$ cat config.mk
export PLATFORM = sky130hd
export DESIGN_NAME = multicycle_ctrl_unit
export DESIGN_NICKNAME = d
export VERILOG_FILES = /design/src/rtl/multicycle_ctrl_unit.sv
export SDC_FILE = /design/constraint.sdc
export NUM_CORES = 1
export LEC_CHECK = 0
export ABC_AREA = 0
export BUFFER_PORTS_ARGS = -buffer_cell sky130_fd_sc_hd__buf_2
export CORE_UTILIZATION = 40
export DETAILED_ROUTE_END_ITERATION = 8
export PLACE_DENSITY = 0.7
export SLEW_MARGIN = 20
export SYNTH_ARGS = -nofsm -noshare
export SYNTH_HDL_FRONTEND = slang
export SYNTH_SLANG_ARGS = --single-unit
$ cat constraint.sdc
create_clock -name CLK -period 2.2 [get_ports CLK]
set_input_delay 0.22 -clock CLK [delete_from_list [all_inputs] [get_ports CLK]]
set_output_delay 0.22 -clock CLK [all_outputs]
set_load 0.1 [all_outputs]
$ cat src/rtl/multicycle_ctrl_unit.sv
// Multicycle control unit: sequences fetch/decode/execute/memory/write-back
// and drives datapath enables, with memory-ready timeout and status reporting.
//
// Ports:
//   CLK, Reset (async, active-low)
//   Opcode, Func, toaccIn, IsZero, MemReady     : instruction fields and status in
//   PCWrite..ALUWrite, ALUCtrl                  : datapath controls out
//   Halted, IllegalOp, MemFault, State          : status out
//   InstrCount                                  : retired instructions (wraps)
module multicycle_ctrl_unit #(
   parameter int OPCODE_W    = 4,
   parameter int FUNC_W      = 4,
   parameter int ALUCTRL_W   = 3,
   parameter int ALU_ADD     = 0,
   parameter int MEM_TIMEOUT = 8,
   parameter int CNT_W       = 16
) (
   input  logic                 CLK,
   input  logic                 Reset,
   input  logic [OPCODE_W-1:0]  Opcode,
   input  logic [FUNC_W-1:0]    Func,
   input  logic                 toaccIn,
   input  logic                 IsZero,
   input  logic                 MemReady,
   output logic                 PCWrite,
   output logic                 IorM,
   output logic                 MemRead,
   output logic                 MemWrite,
   output logic                 IRWrite,
   output logic                 toacc,
   output logic                 ItypeSel,
   output logic                 Asel,
   output logic                 Bsel,
   output logic                 Awrite,
   output logic                 Bwrite,
   output logic                 RegWrite,
   output logic                 IsZeroWrite,
   output logic                 Jcontrol,
   output logic                 ALUWrite,
   output logic [ALUCTRL_W-1:0] ALUCtrl,
   output logic                 Halted,
   output logic                 IllegalOp,
   output logic                 MemFault,
   output logic [3:0]           State,
   output logic [CNT_W-1:0]     InstrCount
);

   typedef enum logic [3:0] {
      S_FETCH  = 4'd0,
      S_DECODE = 4'd1,
      S_EXEC   = 4'd2,
      S_ADDR   = 4'd3,
      S_MEMRD  = 4'd4,
      S_MEMWR  = 4'd5,
      S_WB     = 4'd6,
      S_BRANCH = 4'd7,
      S_JUMP   = 4'd8,
      S_HALT   = 4'd9
   } state_t;

   localparam int WAIT_W = $clog2(MEM_TIMEOUT);
   localparam logic [ALUCTRL_W-1:0] ADD_C = ALUCTRL_W'(ALU_ADD);
   localparam logic [WAIT_W-1:0] WAIT_LAST = WAIT_W'(MEM_TIMEOUT - 1);

   state_t            state;
   state_t            nxt;
   logic [WAIT_W-1:0] wait_cnt;
   logic              acc_q;
   logic              retire;
   logic              waiting;
   logic              timeout;
   logic              op_r, op_i, op_ld, op_st, op_bz, op_j, op_h;
   logic              op_ok;
   logic              unused_func;

   assign unused_func = ^Func;

   assign op_r  = (Opcode == OPCODE_W'(0));
   assign op_i  = (Opcode == OPCODE_W'(1));
   assign op_ld = (Opcode == OPCODE_W'(2));
   assign op_st = (Opcode == OPCODE_W'(3));
   assign op_bz = (Opcode == OPCODE_W'(4));
   assign op_j  = (Opcode == OPCODE_W'(5));
   assign op_h  = &Opcode;
   assign op_ok = op_r | op_i | op_ld | op_st | op_bz | op_j | op_h;

   assign waiting = (state == S_FETCH) || (state == S_MEMRD) ||
                    (state == S_MEMWR);
   // Ready in the last allowed cycle wins, so timeout needs MemReady low.
   assign timeout = waiting && !MemReady && (wait_cnt == WAIT_LAST);

   assign State = state;

   always_comb begin
      nxt    = state;
      retire = 1'b0;
      unique case (state)
         S_FETCH: begin
            if (MemReady) nxt = S_DECODE;
         end
         S_DECODE: begin
            unique case (1'b1)
               op_r, op_i:   nxt = S_EXEC;
               op_ld, op_st: nxt = S_ADDR;
               op_bz:        nxt = S_BRANCH;
               op_j:         nxt = S_JUMP;
               op_h:         nxt = S_HALT;
               default:      nxt = S_FETCH;
            endcase
         end
         S_EXEC: nxt = S_WB;
         S_ADDR: nxt = op_st ? S_MEMWR : S_MEMRD;
         S_MEMRD: begin
            if (MemReady)     nxt = S_WB;
            else if (timeout) nxt = S_FETCH;
         end
         S_MEMWR: begin
            if (MemReady) begin
               nxt    = S_FETCH;
               retire = 1'b1;
            end else if (timeout) begin
               nxt = S_FETCH;
            end
         end
         S_WB, S_BRANCH, S_JUMP: begin
            nxt    = S_FETCH;
            retire = 1'b1;
         end
         S_HALT:  nxt = S_HALT;
         default: nxt = S_FETCH;
      endcase
   end

   always_ff @(posedge CLK or negedge Reset) begin
      if (!Reset) begin
         state      <= S_FETCH;
         wait_cnt   <= '0;
         acc_q      <= 1'b0;
         InstrCount <= '0;
      end else begin
         state <= nxt;
         // A FETCH timeout keeps the state, so it must clear explicitly.
         if ((nxt != state) || timeout)
            wait_cnt <= '0;
         else if (waiting && !MemReady)
            wait_cnt <= wait_cnt + 1'b1;
         if (state == S_DECODE)
            acc_q <= toaccIn;
         if (retire)
            InstrCount <= InstrCount + CNT_W'(1);
      end
   end

   always_comb begin
      PCWrite     = 1'b0;
      IorM        = 1'b0;
      MemRead     = 1'b0;
      MemWrite    = 1'b0;
      IRWrite     = 1'b0;
      toacc       = 1'b0;
      ItypeSel    = 1'b0;
      Asel        = 1'b0;
      Bsel        = 1'b0;
      Awrite      = 1'b0;
      Bwrite      = 1'b0;
      RegWrite    = 1'b0;
      IsZeroWrite = 1'b0;
      Jcontrol    = 1'b0;
      ALUWrite    = 1'b0;
      ALUCtrl     = '0;
      Halted      = 1'b0;
      IllegalOp   = 1'b0;
      MemFault    = 1'b0;
      // Controls are gated by reset so an abort issues no partial write.
      if (Reset) begin
         unique case (state)
            S_FETCH: begin
               MemRead  = 1'b1;
               ALUCtrl  = ADD_C;
               IRWrite  = MemReady;
               PCWrite  = MemReady;
               MemFault = timeout;
            end
            S_DECODE: begin
               Awrite    = 1'b1;
               Bwrite    = 1'b1;
               IllegalOp = !op_ok;
            end
            S_EXEC: begin
               ALUCtrl  = Func[ALUCTRL_W-1:0];
               ALUWrite = 1'b1;
               ItypeSel = op_i;
               Bsel     = op_i;
            end
            S_ADDR: begin
               ALUCtrl  = ADD_C;
               ItypeSel = 1'b1;
               Bsel     = 1'b1;
               ALUWrite = 1'b1;
            end
            S_MEMRD: begin
               IorM     = 1'b1;
               MemRead  = 1'b1;
               MemFault = timeout;
            end
            S_MEMWR: begin
               IorM     = 1'b1;
               MemWrite = 1'b1;
               MemFault = timeout;
            end
            S_WB: begin
               IsZeroWrite = 1'b1;
               toacc       = acc_q;
               RegWrite    = !acc_q;
               Asel        = op_ld;
            end
            S_BRANCH: PCWrite = IsZero;
            S_JUMP: begin
               Jcontrol = 1'b1;
               PCWrite  = 1'b1;
            end
            S_HALT:  Halted = 1'b1;
            default: ;
         endcase
      end
   end

endmodule
**After elaboration in Yosys (flattened, before gate mapping)**

Index checks and enable logic that the tools add are counted.

- Register bits: 24
- Input port bits: 13
- Output and inout port bits: 41
- Word-level logic and storage cells: 92

- Add/sub/neg operators: 2
- Eq/ne operators: 16
- Muxes and demuxes: 45
- Bitwise gates (word level): 6
- Reductions and logical operators: 19

Operators by type and width:

| cell | number |
|---|---|
| 2-to-1 mux 1 bit | 32 |
| one-hot mux 4 bit (7 select lines) | 1 |
| equality test 4 x 3 -> 1 bit (second input constant) | 6 |
| one-hot mux 4 bit (5 select lines) | 1 |
| adder 16 x 1 -> 16 bit (second input constant) | 1 |
| equality test 4 x 2 -> 1 bit (second input constant) | 4 |
| 2-to-1 mux 4 bit | 4 |
| 2-to-1 mux 3 bit | 4 |
| OR reduction 2 bit | 5 |
| equality test 4 x 1 -> 1 bit (second input constant) | 2 |
| equality test 4 bit (second input constant) | 2 |
| logical NOT 4 bit | 2 |
| bitwise OR 1 bit | 6 |
| OR reduction 3 bit | 2 |
| inequality test 4 bit | 1 |
| one-hot mux 1 bit (2 select lines) | 2 |
| AND reduction 4 bit | 1 |
| adder 3 x 1 -> 3 bit (second input constant) | 1 |
| equality test 3 bit (second input constant) | 1 |
| logical NOT 1 bit | 3 |
| logical OR 1 bit | 3 |
| one-hot mux 1 bit (3 select lines) | 1 |
| logical AND 1 bit | 2 |
| nonzero test 2 bit | 1 |

**Depth between registers and ports, before layout**

- Depth after elaboration: 11
- Mapped depth: 6
- Gate-level depth less buffers: 6

**Worst setup path before layout**

No wires, ideal clock.

- Path type: register to output
- Start: register state[0] (netlist: State[0])
- End: output Jcontrol
- Arrival time: 4439 ps
- Required time: 1980 ps
- Setup slack: -2459 ps
- Stages on the path, launching flop included: 4
- Cells stage by stage: dfrtp_1 buf_2 buf_1 nor4b_1

- Cells in the longest elaborated chain, start to end: 3

Ends and longest elaborated chain:

| element | RTL line | source |
|---|---|---|
| from (decl) | 65 | `state_t state;` |
| from (signal assigned) | 141 | `state <= nxt;` |
| equality test 4 bit | 176 | `unique case (state)` |
| 2-to-1 mux 1 bit | 176 |  |
| 2-to-1 mux 1 bit | 175 | `if (Reset) begin` |
| to (decl) | 38 | `output logic Jcontrol,` |

Every way passes these cells.

**Final worst setup path**

- Start: input Reset
- End: output Asel

- Cells in the longest elaborated chain, start to end: 1

Ends and longest elaborated chain:

| element | RTL line | source |
|---|---|---|
| from (decl) | 19 | `input logic Reset,` |
| 2-to-1 mux 1 bit | 175 |  |
| to (decl) | 32 | `output logic Asel,` |

Every way passes these cells.

==> results.ini <==
[outcome]
status = completed

[sta]
tns_ns = 0
finClkSkew_ns = 0.00423
tightest_slew_ns = 0.523
period_needed_ns = 2.10
period_share = 0.955
hold_viol = 0
rsz0062_at_grt = no
setup_ws_ns = 0.0983
maxSlewViolCount = 0
setup_viol_count_final = 0
relSlewSlack = 0.651
fmax_ghz = 0.476

[synth]
ys_seq_area_frac = 0.369
ys_warn_count = 0
synth_edf_count = 0
synth_top_cell_area_share = 0.369
synth_async_sr_flop_share = 1.00
avgSynthCellArea_um2 = 9.15
synth_top_cell_by_area = dfrtp_1
mappedNetlistArea_um2 = 1630
synth_top_family_by_area = simple AND/OR/NAND/NOR gates
ys_seq_elements = 24
synth_compound_area_frac = 0.116
synth-main-ff-cell = dfrtp_1
yosys.area_share.simple = 0.321
synthMuxAreaShare = 0.0261
synth_cell_types = 52
syn_nets = 194
synthAdderAreaFrac = 0.0231
synth.area.top_cells = dfrtp_1 37%, xor2_1 7.5%, nor4_1 3.8%, nor2_1 3.5%, nand3_1 3.1%
synthesis.instances = 178
synthXorXnorAreaFrac = 0.0915

[final_layout]
final_util = 0.617
layout-area-overhead-vs-synth_pct = 43.0
diodes = 0
num-nets-final = 245
drive_gt1_frac = 0.412
final_cell_mix = 36 x buf_2, 20 x dfrtp_1, 14 x xor2_1, 13 x buf_12, 12 x nand2_1
final_common_cell = buf_2

[critical_path]
cp_data_arrival_time_ns = 1.88
path_cells = dlygate4sd3_1 > clkbuf_4 > nand2_1 > or3_4 > nor3b_4 > buf_12
path_buf_inv = 3
worstSetupEndpointType = primary output
cp-start-kind = input pin
worst_path_largest_cell_delay_ns = 0.53
required_ns = 1.98
slowest_stage = dlygate4sd3_1
path_max_fanout = 12
cp_top_family = buffers and inverters
crit_type = input pin to primary output

[clock_network]
cts.htree.levels = 1
numCtsBuffers = 3
clock_latency_ns = 0.26
clock-sinks = 24
post_cts_buffers = 0
cts_tree = done
clockRootBuffer = clkbuf_8
clk_pin_slew_worst_paths_ns = 0.08
cts_buffer_depth = 2

[floorplanning]
num_rows = 22
die_w_um = 65.8
start_util = 0.432
die_h_um = 65.8
io-pin-count = 54
die_area_um2 = 4330
coreArea_um2 = 3770

[route]
dr_wl_met2_um = 1740
num_vias = 1490
wl_met3_um = 181
drtAntennaViolNets = 0
met1_length_um = 1820
wirelength_um = 3750
drc = 0
wl_per_cell_um = 13.6
dr.pass1.iters = 4
vias_per_cell = 5.40
maxUsedRoutingLayer = met3
drt_iter0_markers = 40

[placement]
pre_cts_slack_ns = 0.268
port_buffers = 52
dp_hpwl_um = 2910
gp_congestion = 0.910

[global_routing]
grt_pass1_vias = 1270
grt_max_degree = 23
grt_pass1_wl_um = 6150
antenna_found_initial = 0
grt-ovfl-total = 0
grt.total_usage = 0.181

[job]
maxCapViolCount = 0

[hold_path]
hold_path.class = input pin to flip-flop

[Yosys cell counts (2+ instances only)]
library cell	n
inv_1	8
buf_4	2
and2_1	5
and3_1	4
nand2_1	12
o21ai_0	2
nand2b_1	3
nor3_1	8
nand3_1	10
buf_1	2
nor2_1	15
dfrtp_1	24
nor4_4	2
ha_1	3
clkbuf_1	2
nand3b_1	2
a21oi_1	4
mux2i_1	2
buf_2	3
nand4_1	2
nor3b_1	3
nor2b_1	4
xor2_1	14
nor4_1	10
xnor2_1	3
or3_1	2
o32ai_1	2
[worst paths after layout]
check                      slack, ns                         end  cells after the start                       start
max                              0.1                        Asel                      6                       Reset
min                             0.20           acc_q$_DFFE_PN0P_                      2                     toaccIn
max reg2reg                     0.25     wait_cnt[0]$_DFFE_PN0P_                      7     wait_cnt[0]$_DFFE_PN0P_
min reg2reg                     0.48  InstrCount[15]$_DFFE_PN0P_                      1  InstrCount[15]$_DFFE_PN0P_
max in group asynchronous       1.47   InstrCount[6]$_DFFE_PN0P_                      3                       Reset
min in group asynchronous       0.35          State[2]$_DFF_PN0_                      2                       Reset
[per-stage QoR]
step | area [um^2] | hold WS [ns] | instances
final | 2330 | 0.198 | 276
after global routing | 2330 | 0.199 | 276
after CTS | 2310 | 0.200 | 276
after detailed placement | 2250 | 0.0917 | 271
after global placement | 2250 | 0.0903 | 271
after floorplan | 1800 | -0.0756 | 178
[registers in the layout (all words and copies together) (netlist names)]
register / flops
State: 4
InstrCount: 16
wait_cnt: 3
acc_q: 1
[final cells by class]
| cell class | count | area (um^2) |
|---|---|---|
| tap | 48 | 60.1 |
| inverter | 8 | 33.8 |
| sequential | 24 | 616 |
| timing repair buffer | 56 | 495 |
| multi-input combinational | 136 | 1070 |
| fill | 311 | 1440 |
| clock buffer | 4 | 55.1 |
[kinds of logic after synthesis]
kind of cell	count (synthesis)
simple gates	89
compound gates	23
flops	24
buf+inv	18
xor+xnor	17
fa+ha+maj	3
mux	4
[timing repair]
| item | in CTS | in global routing |
|---|---|---|
| gates resized for setup | 0 | 5 |
| hold endpoints to repair | 4 | 0 |
| hold buffers | 1 | 0 |
| setup endpoints to repair | 0 | 11 |
[per-layer routing]
metal  vias up  track usage
met4         0       0.0163
li1        743            -
met2        45        0.277
met1       702        0.273
met3         0       0.0345
met5         -            0
Power is not shown: default switching activity piles up to over one toggle a cycle in this logic, so the estimate is an artifact.
